**config.mk**
```make
export PLATFORM = sky130hd
export DESIGN_NAME = addacc_tcount_bank
export DESIGN_NICKNAME = d
export VERILOG_FILES = /design/src/rtl/addacc_tcount_bank.sv
export SDC_FILE = /design/constraint.sdc
export NUM_CORES = 1
export LEC_CHECK = 0
export ABC_AREA = 1
export BUFFER_PORTS_ARGS = -buffer_cell sky130_fd_sc_hd__buf_2
export CAP_MARGIN = 40
export CORE_MARGIN = 4
export CORE_UTILIZATION = 40
export DETAILED_ROUTE_END_ITERATION = 16
export GPL_ROUTABILITY_DRIVEN = 1
export PLACE_DENSITY = 0.56
export SETUP_SLACK_MARGIN = 0.1
export SYNTH_ARGS = -nofsm -noshare
export SYNTH_HDL_FRONTEND = slang
export SYNTH_SLANG_ARGS = --single-unit
```
**constraint.sdc**
```tcl
create_clock -name clk -period 3.5 [get_ports clk]
set_input_delay 0.35 -clock clk [delete_from_list [all_inputs] [get_ports clk]]
set_output_delay 0.35 -clock clk [all_outputs]
set_load 0.01 [all_outputs]
```
**src/rtl/addacc_tcount_bank.sv**
```systemverilog
// addacc_tcount_bank: bank of independent toggle accumulators with
// destructive read-and-clear, carry-out and cycle-based timing checks.
//
// Ports:
//   clk, rst       rising-edge clock, asynchronous active-high reset
//   t[c]           increment strobe for channel c
//   wr0[c]         read-and-clear strobe for channel c
//   out[c]         one-cycle carry pulse (registered)
//   rd_valid[c]    one-cycle readout strobe, RD_LAT cycles after wr0
//   rd_data        readout values, channel c at [c*CNT_W +: CNT_W]
//   rd_err[c]      readout invalid flag, qualified by rd_valid
//   viol_sep[c]    t-to-t separation violation pulse (registered)
//   viol_hs[c]     t-after-wr0 hold/setup violation pulse (registered)

module addacc_tcount_bank #(
    parameter int CHANNELS = 4,
    parameter int CNT_W    = 4,
    parameter int SEP_CYC  = 3,
    parameter int HS_CYC   = 2,
    parameter int RD_LAT   = 2
) (
    input  logic                      clk,
    input  logic                      rst,
    input  logic [CHANNELS-1:0]       t,
    input  logic [CHANNELS-1:0]       wr0,
    output logic [CHANNELS-1:0]       out,
    output logic [CHANNELS-1:0]       rd_valid,
    output logic [CHANNELS*CNT_W-1:0] rd_data,
    output logic [CHANNELS-1:0]       rd_err,
    output logic [CHANNELS-1:0]       viol_sep,
    output logic [CHANNELS-1:0]       viol_hs
);

    localparam int SW = (SEP_CYC > 1) ? $clog2(SEP_CYC) : 1;
    localparam int HW = (HS_CYC > 1) ? $clog2(HS_CYC) : 1;

    // Per-channel accumulator and poison
    logic [CNT_W-1:0]    cnt_q    [CHANNELS];
    logic [CNT_W-1:0]    cnt_d    [CHANNELS];
    logic [CHANNELS-1:0] poison_q;
    logic [CHANNELS-1:0] poison_d;

    // Window down-counters: separation copy and hold/setup copy for t,
    // plus hold/setup window opened by wr0
    logic [SW-1:0] tsep_q [CHANNELS];
    logic [SW-1:0] tsep_d [CHANNELS];
    logic [HW-1:0] ths_q  [CHANNELS];
    logic [HW-1:0] ths_d  [CHANNELS];
    logic [HW-1:0] wage_q [CHANNELS];
    logic [HW-1:0] wage_d [CHANNELS];

    // Registered pulse outputs
    logic [CHANNELS-1:0] out_q;
    logic [CHANNELS-1:0] out_d;
    logic [CHANNELS-1:0] vsep_q;
    logic [CHANNELS-1:0] vsep_d;
    logic [CHANNELS-1:0] vhs_q;
    logic [CHANNELS-1:0] vhs_d;

    // Readout pipeline; the last stage drives the outputs directly
    logic             pv_q [CHANNELS][RD_LAT];
    logic             pv_d [CHANNELS][RD_LAT];
    logic [CNT_W-1:0] pd_q [CHANNELS][RD_LAT];
    logic [CNT_W-1:0] pd_d [CHANNELS][RD_LAT];
    logic             pe_q [CHANNELS][RD_LAT];
    logic             pe_d [CHANNELS][RD_LAT];

    // Capture request into pipeline stage 0
    logic [CHANNELS-1:0] cap_v;
    logic [CHANNELS-1:0] cap_e;
    logic [CHANNELS-1:0] t_only;
    logic [CHANNELS-1:0] w_only;
    logic [CHANNELS-1:0] t_and_w;
    logic [CHANNELS-1:0] sep_hit;
    logic [CHANNELS-1:0] hs_hit;
    logic [CHANNELS-1:0] conf_hit;

    always_comb begin
        for (int c = 0; c < CHANNELS; c++) begin
            cnt_d[c]    = cnt_q[c];
            poison_d[c] = poison_q[c];
            out_d[c]    = 1'b0;
            vsep_d[c]   = 1'b0;
            vhs_d[c]    = 1'b0;
            cap_v[c]    = 1'b0;
            cap_e[c]    = 1'b0;

            t_only[c]   = t[c] & ~wr0[c];
            w_only[c]   = wr0[c] & ~t[c];
            t_and_w[c]  = t[c] & wr0[c];
            sep_hit[c]  = (tsep_q[c] != '0);
            hs_hit[c]   = (wage_q[c] != '0);
            conf_hit[c] = (ths_q[c] != '0);

            tsep_d[c] = sep_hit[c] ? tsep_q[c] - 1'b1 : '0;
            ths_d[c]  = conf_hit[c] ? ths_q[c] - 1'b1 : '0;
            wage_d[c] = hs_hit[c] ? wage_q[c] - 1'b1 : '0;

            // Every t pulse opens its windows, even a conflicting one,
            // so spacing is always measured from the last t seen.
            if (t[c]) begin
                tsep_d[c] = SW'(SEP_CYC - 1);
                ths_d[c]  = HW'(HS_CYC - 1);
            end
            if (wr0[c]) begin
                wage_d[c] = HW'(HS_CYC - 1);
            end

            if (t_only[c]) begin
                cnt_d[c]  = cnt_q[c] + 1'b1;
                out_d[c]  = &cnt_q[c];
                vsep_d[c] = sep_hit[c];
                vhs_d[c]  = hs_hit[c];
                if (sep_hit[c] || hs_hit[c]) begin
                    poison_d[c] = 1'b1;
                end
            end else if (w_only[c]) begin
                cap_v[c]    = 1'b1;
                cap_e[c]    = poison_q[c] | conf_hit[c];
                cnt_d[c]    = '0;
                poison_d[c] = conf_hit[c];
            end else if (t_and_w[c]) begin
                cap_v[c]    = 1'b1;
                cap_e[c]    = 1'b1;
                cnt_d[c]    = '0;
                poison_d[c] = 1'b1;
            end

            // Data/err hold their value unless a valid entry moves in,
            // which gives rd_data its hold-last-value behaviour.
            pv_d[c][0] = cap_v[c];
            pd_d[c][0] = pd_q[c][0];
            pe_d[c][0] = pe_q[c][0];
            if (cap_v[c]) begin
                pd_d[c][0] = cnt_q[c];
                pe_d[c][0] = cap_e[c];
            end
            for (int s = 1; s < RD_LAT; s++) begin
                pv_d[c][s] = pv_q[c][s-1];
                pd_d[c][s] = pd_q[c][s];
                pe_d[c][s] = pe_q[c][s];
                if (pv_q[c][s-1]) begin
                    pd_d[c][s] = pd_q[c][s-1];
                    pe_d[c][s] = pe_q[c][s-1];
                end
            end
        end
    end

    always_ff @(posedge clk or posedge rst) begin
        if (rst) begin
            poison_q <= '0;
            out_q    <= '0;
            vsep_q   <= '0;
            vhs_q    <= '0;
            for (int c = 0; c < CHANNELS; c++) begin
                cnt_q[c]  <= '0;
                tsep_q[c] <= '0;
                ths_q[c]  <= '0;
                wage_q[c] <= '0;
                for (int s = 0; s < RD_LAT; s++) begin
                    pv_q[c][s] <= 1'b0;
                    pd_q[c][s] <= '0;
                    pe_q[c][s] <= 1'b0;
                end
            end
        end else begin
            poison_q <= poison_d;
            out_q    <= out_d;
            vsep_q   <= vsep_d;
            vhs_q    <= vhs_d;
            for (int c = 0; c < CHANNELS; c++) begin
                cnt_q[c]  <= cnt_d[c];
                tsep_q[c] <= tsep_d[c];
                ths_q[c]  <= ths_d[c];
                wage_q[c] <= wage_d[c];
                for (int s = 0; s < RD_LAT; s++) begin
                    pv_q[c][s] <= pv_d[c][s];
                    pd_q[c][s] <= pd_d[c][s];
                    pe_q[c][s] <= pe_d[c][s];
                end
            end
        end
    end

    assign out      = out_q;
    assign viol_sep = vsep_q;
    assign viol_hs  = vhs_q;

    for (genvar c = 0; c < CHANNELS; c++) begin : g_rd
        assign rd_valid[c]                 = pv_q[c][RD_LAT-1];
        assign rd_err[c]                   = pe_q[c][RD_LAT-1];
        assign rd_data[c*CNT_W +: CNT_W]   = pd_q[c][RD_LAT-1];
    end

endmodule

```
==> flow_summary.rst <==
.. list-table::
   :header-rows: 1

   * - Metric
     - Value
   * - Synth top area share
     - 64.3%
   * - Number of nets in the synthesized netlist
     - 391
   * - Number of buffer and inverter instances along the worst setup path
     - 1
   * - Pwr per Cell Area
     - 505 mW/mm²
   * - Max Clk Rate
     - 802 MHz
   * - Clock sink count
     - 96
   * - Most used DFF post-synth
     - sky130_fd_sc_hd__dfrtp_1
   * - Area added between synthesis and finish
     - 9.64%
   * - Routability Congestion
     - 0.742
   * - Overflow after GRT
     - 0
   * - Total via count after detailed routing
     - 2334
   * - Number of setup violations in the final report
     - 0
   * - Count of antenna diodes in the layout
     - 0
   * - Post-CTS sizing
     - 0
   * - Mean Syn Cell Area
     - 9.91 µm²
   * - DIE HEIGHT
     - 105 µm
   * - CP peak stage delay
     - 0.41 ns
   * - Mapped Cells
     - 377
   * - Synth area leaders
     - sky130_fd_sc_hd__dfrtp_1 (64%), sky130_fd_sc_hd__nand2_1 (8.9%), sky130_fd_sc_hd__nor2_1 (6.5%)
   * - Library cell with the highest instance count after synthesis
     - sky130_fd_sc_hd__dfrtp_1
   * - Required time at the worst-slack endpoint
     - 3.15 ns
   * - RSZ-0062 raised after global routing
     - false
   * - Slew HR
     - 47.7%
   * - 1st-iter DRT viols
     - 54
   * - Total chip power
     - 2.07 mW
   * - Endpoint type of the worst setup path
     - output pin
   * - Cell area after synthesis
     - 0.00374 mm²
   * - Total die area
     - 0.0110 mm²
   * - Cell type with the largest total area after synthesis
     - sky130_fd_sc_hd__dfrtp_1
   * - Core area
     - 0.00915 mm²
   * - Worst voltage drop across the vdd grid
     - 0.191 mV
   * - Global-route wire length before repair
     - 10.6 mm
   * - Final period util
     - 35.6%
   * - Wire length per cell after detailed routing
     - 11.2 µm
   * - Remaining DRCs
     - 0
   * - Number of clock buffers inserted by TritonCTS
     - 9
   * - Count of final max-slew check failures
     - 0
   * - Total count of hold-check failures in the final report
     - 0
   * - Overall routed net length
     - 5.79 mm
   * - Final net count
     - 416
   * - Count of max-cap constraint violations
     - 0
   * - Warnings, synthesis
     - 0
   * - Largest net degree at the start of global routing
     - 51
   * - WS Path Type
     - flop to output pin
   * - Root Driver
     - sky130_fd_sc_hd__clkbuf_8
   * - Tmin final
     - 1.25 ns
   * - Worst path cell trace
     - buf_2
   * - Ys async rst share
     - 100%
   * - Fill cell total of the finished layout
     - 899
   * - Drt via density
     - 4.51
   * - CTS hold repair buffers
     - 0
   * - Worst hold path class
     - primary input to async pin
   * - Die span in x
     - 105 µm
   * - Worst-case clock skew
     - 0.0109 ns
   * - H-tree levels
     - 3
   * - Setup TNS
     - 0 ns
   * - Starting Density
     - 40.8%
   * - Slew at the pin with the worst max-slew slack
     - 0.784 ns
   * - Cell type group with the largest total delay on the critical path
     - flip-flops
   * - Arrival time at the worst endpoint
     - 0.90 ns
   * - Largest driver fanout on the critical path
     - 2
   * - Reported leakage power
     - 2.04 nW
   * - Number of flops mapped to enable cells by yosys
     - 0
   * - Top cells by instance count after synthesis
     - sky130_fd_sc_hd__dfrtp_1 (96), sky130_fd_sc_hd__nand2_1 (89), sky130_fd_sc_hd__nor2_1 (65)
   * - Via count of the first global-routing pass
     - 2353
   * - Result of the run
     - finished, final reports clean
   * - Clock transition at path regs
     - 0.09 ns
   * - Worst skew pair latency
     - 0.35 ns
   * - TritonCTS clock tree
     - yes
   * - Number of placed I/O pins
     - 46
   * - Number of core rows
     - 35
   * - # Post-CTS Setup Buffers
     - 0
   * - Startpoint type of the worst setup path
     - flop
   * - Total routing usage reported by global routing
     - 11.7%
   * - Count of nets left with antenna violations after detail routing
     - 0
   * - Share of the yosys chip area belonging to registers
     - 64.3%
   * - Fraction of final layout cells with drive strength greater than 1
     - 19.9%
   * - Total iterations of the first detailed-routing run
     - 6
   * - Number of distinct library cells after synthesis
     - 22
   * - HPWL after detailed placement
     - 4.03 mm
   * - Number of buffers inserted by port buffering
     - 45
   * - Maximum buffer depth of the clock tree
     - 2
   * - Initial antenna violation count
     - 0
   * - Flops & latches, synth
     - 96
   * - Slowest cell on the critical path
     - sky130_fd_sc_hd__dfrtp_1
state kept, by name, summed over array words and instances (netlist names):
register  cells
rd_err        4
pd_q         16
viol_sep      4
pv_d          4
rd_valid      4
poison_q      4
hs_hit        4
cnt_q        16
tsep_q        8
conf_hit      4
out           4
viol_hs       4
rd_data      16
pe_q          4
final cells by class:
class	instances	area (µm²)	share of cell area, %
sequential	96	2400	58.6
multi-input combinational	221	1010	24.6
timing repair buffer	46	245	5.98
tap	111	139	3.39
clock buffer	9	124	3.02
inverter	28	109	2.66
clock inverter	7	70.1	1.71
layer usage:
| layer | track usage, % | up-vias | share of wire (%) |
|---|---|---|---|
| li1 | - | 1199 | - |
| met1 | 15.4 | 1091 | 50 |
| met2 | 18.7 | 38 | 45 |
| met3 | 2.66 | 6 | 3.4 |
| met4 | 4.78 | 0 | 1.2 |
| met5 | 0 | - | 0 |
power breakdown:
| part | internal [mW] | switching [mW] |
|---|---|---|
| clock | 0.330 | 0.368 |
| sequential | 1.17 | 0.0400 |
| combinational | 0.0585 | 0.102 |
| total | 1.56 | 0.510 |
cell usage in the layout, fill, tap and decap left out, types with 2 or more instances in the layout:
cell	n
sky130_fd_sc_hd__a21oi_1	16
sky130_fd_sc_hd__buf_2	45
sky130_fd_sc_hd__clkbuf_8	9
sky130_fd_sc_hd__clkinv_2	4
sky130_fd_sc_hd__dfrtp_1	96
sky130_fd_sc_hd__ha_1	4
sky130_fd_sc_hd__inv_1	21
sky130_fd_sc_hd__inv_2	5
sky130_fd_sc_hd__mux2_2	7
sky130_fd_sc_hd__nand2_1	89
sky130_fd_sc_hd__nand2_2	2
sky130_fd_sc_hd__nand3_1	14
sky130_fd_sc_hd__nor2_1	65
sky130_fd_sc_hd__nor2_2	2
sky130_fd_sc_hd__nor3_1	2
sky130_fd_sc_hd__o21ai_0	13
sky130_fd_sc_hd__o21ai_1	4
path summary, 6_finish.rpt:
kind | startpoint | to | slack, ns | depth (start not counted)
max | rd_data[0]$_DFFE_PP0P_ | rd_data[0] | 2.25 | 1
min | rst | viol_hs[1]$_DFF_PP0_ | 0.11 | 2
max reg2reg | cnt_q[8]$_DFFE_PP0P_ | cnt_q[10]$_DFFE_PP0P_ | 2.42 | 4
min in group clk | t[3] | conf_hit[3]$_DFF_PP0_ | 0.18 | 1
max in group asynchronous | rst | rd_err[0]$_DFFE_PP0P_ | 2.68 | 3
min reg2reg | tsep_q[4]$_DFF_PP0_ | tsep_q[4]$_DFF_PP0_ | 0.45 | 1
stage by stage:
step / utilization (%) / hold slack (ns) / area [µm²] / worst slack (ns) / cells
after global placement: 42.7 / 0.433 / 3900 / 2.24 / 502
after detailed placement: 42.7 / 0.441 / 3900 / 2.23 / 502
after CTS: 44.8 / 0.134 / 4100 / 2.23 / 518
final: 44.8 / 0.109 / 4100 / 2.25 / 518
after global routing: 44.8 / 0.159 / 4100 / 2.20 / 518
after floorplan: - / 0.349 / 3740 / 0.645 / 377
logic make-up after synthesis:
family          share of synthesized area, %
flops                                   64.3
buf+inv                                 8.74
compound gates                          4.42
simple gates                            18.8
fa+ha+maj                               1.34
mux                                     2.41
(Power assumes the default switching activity.)
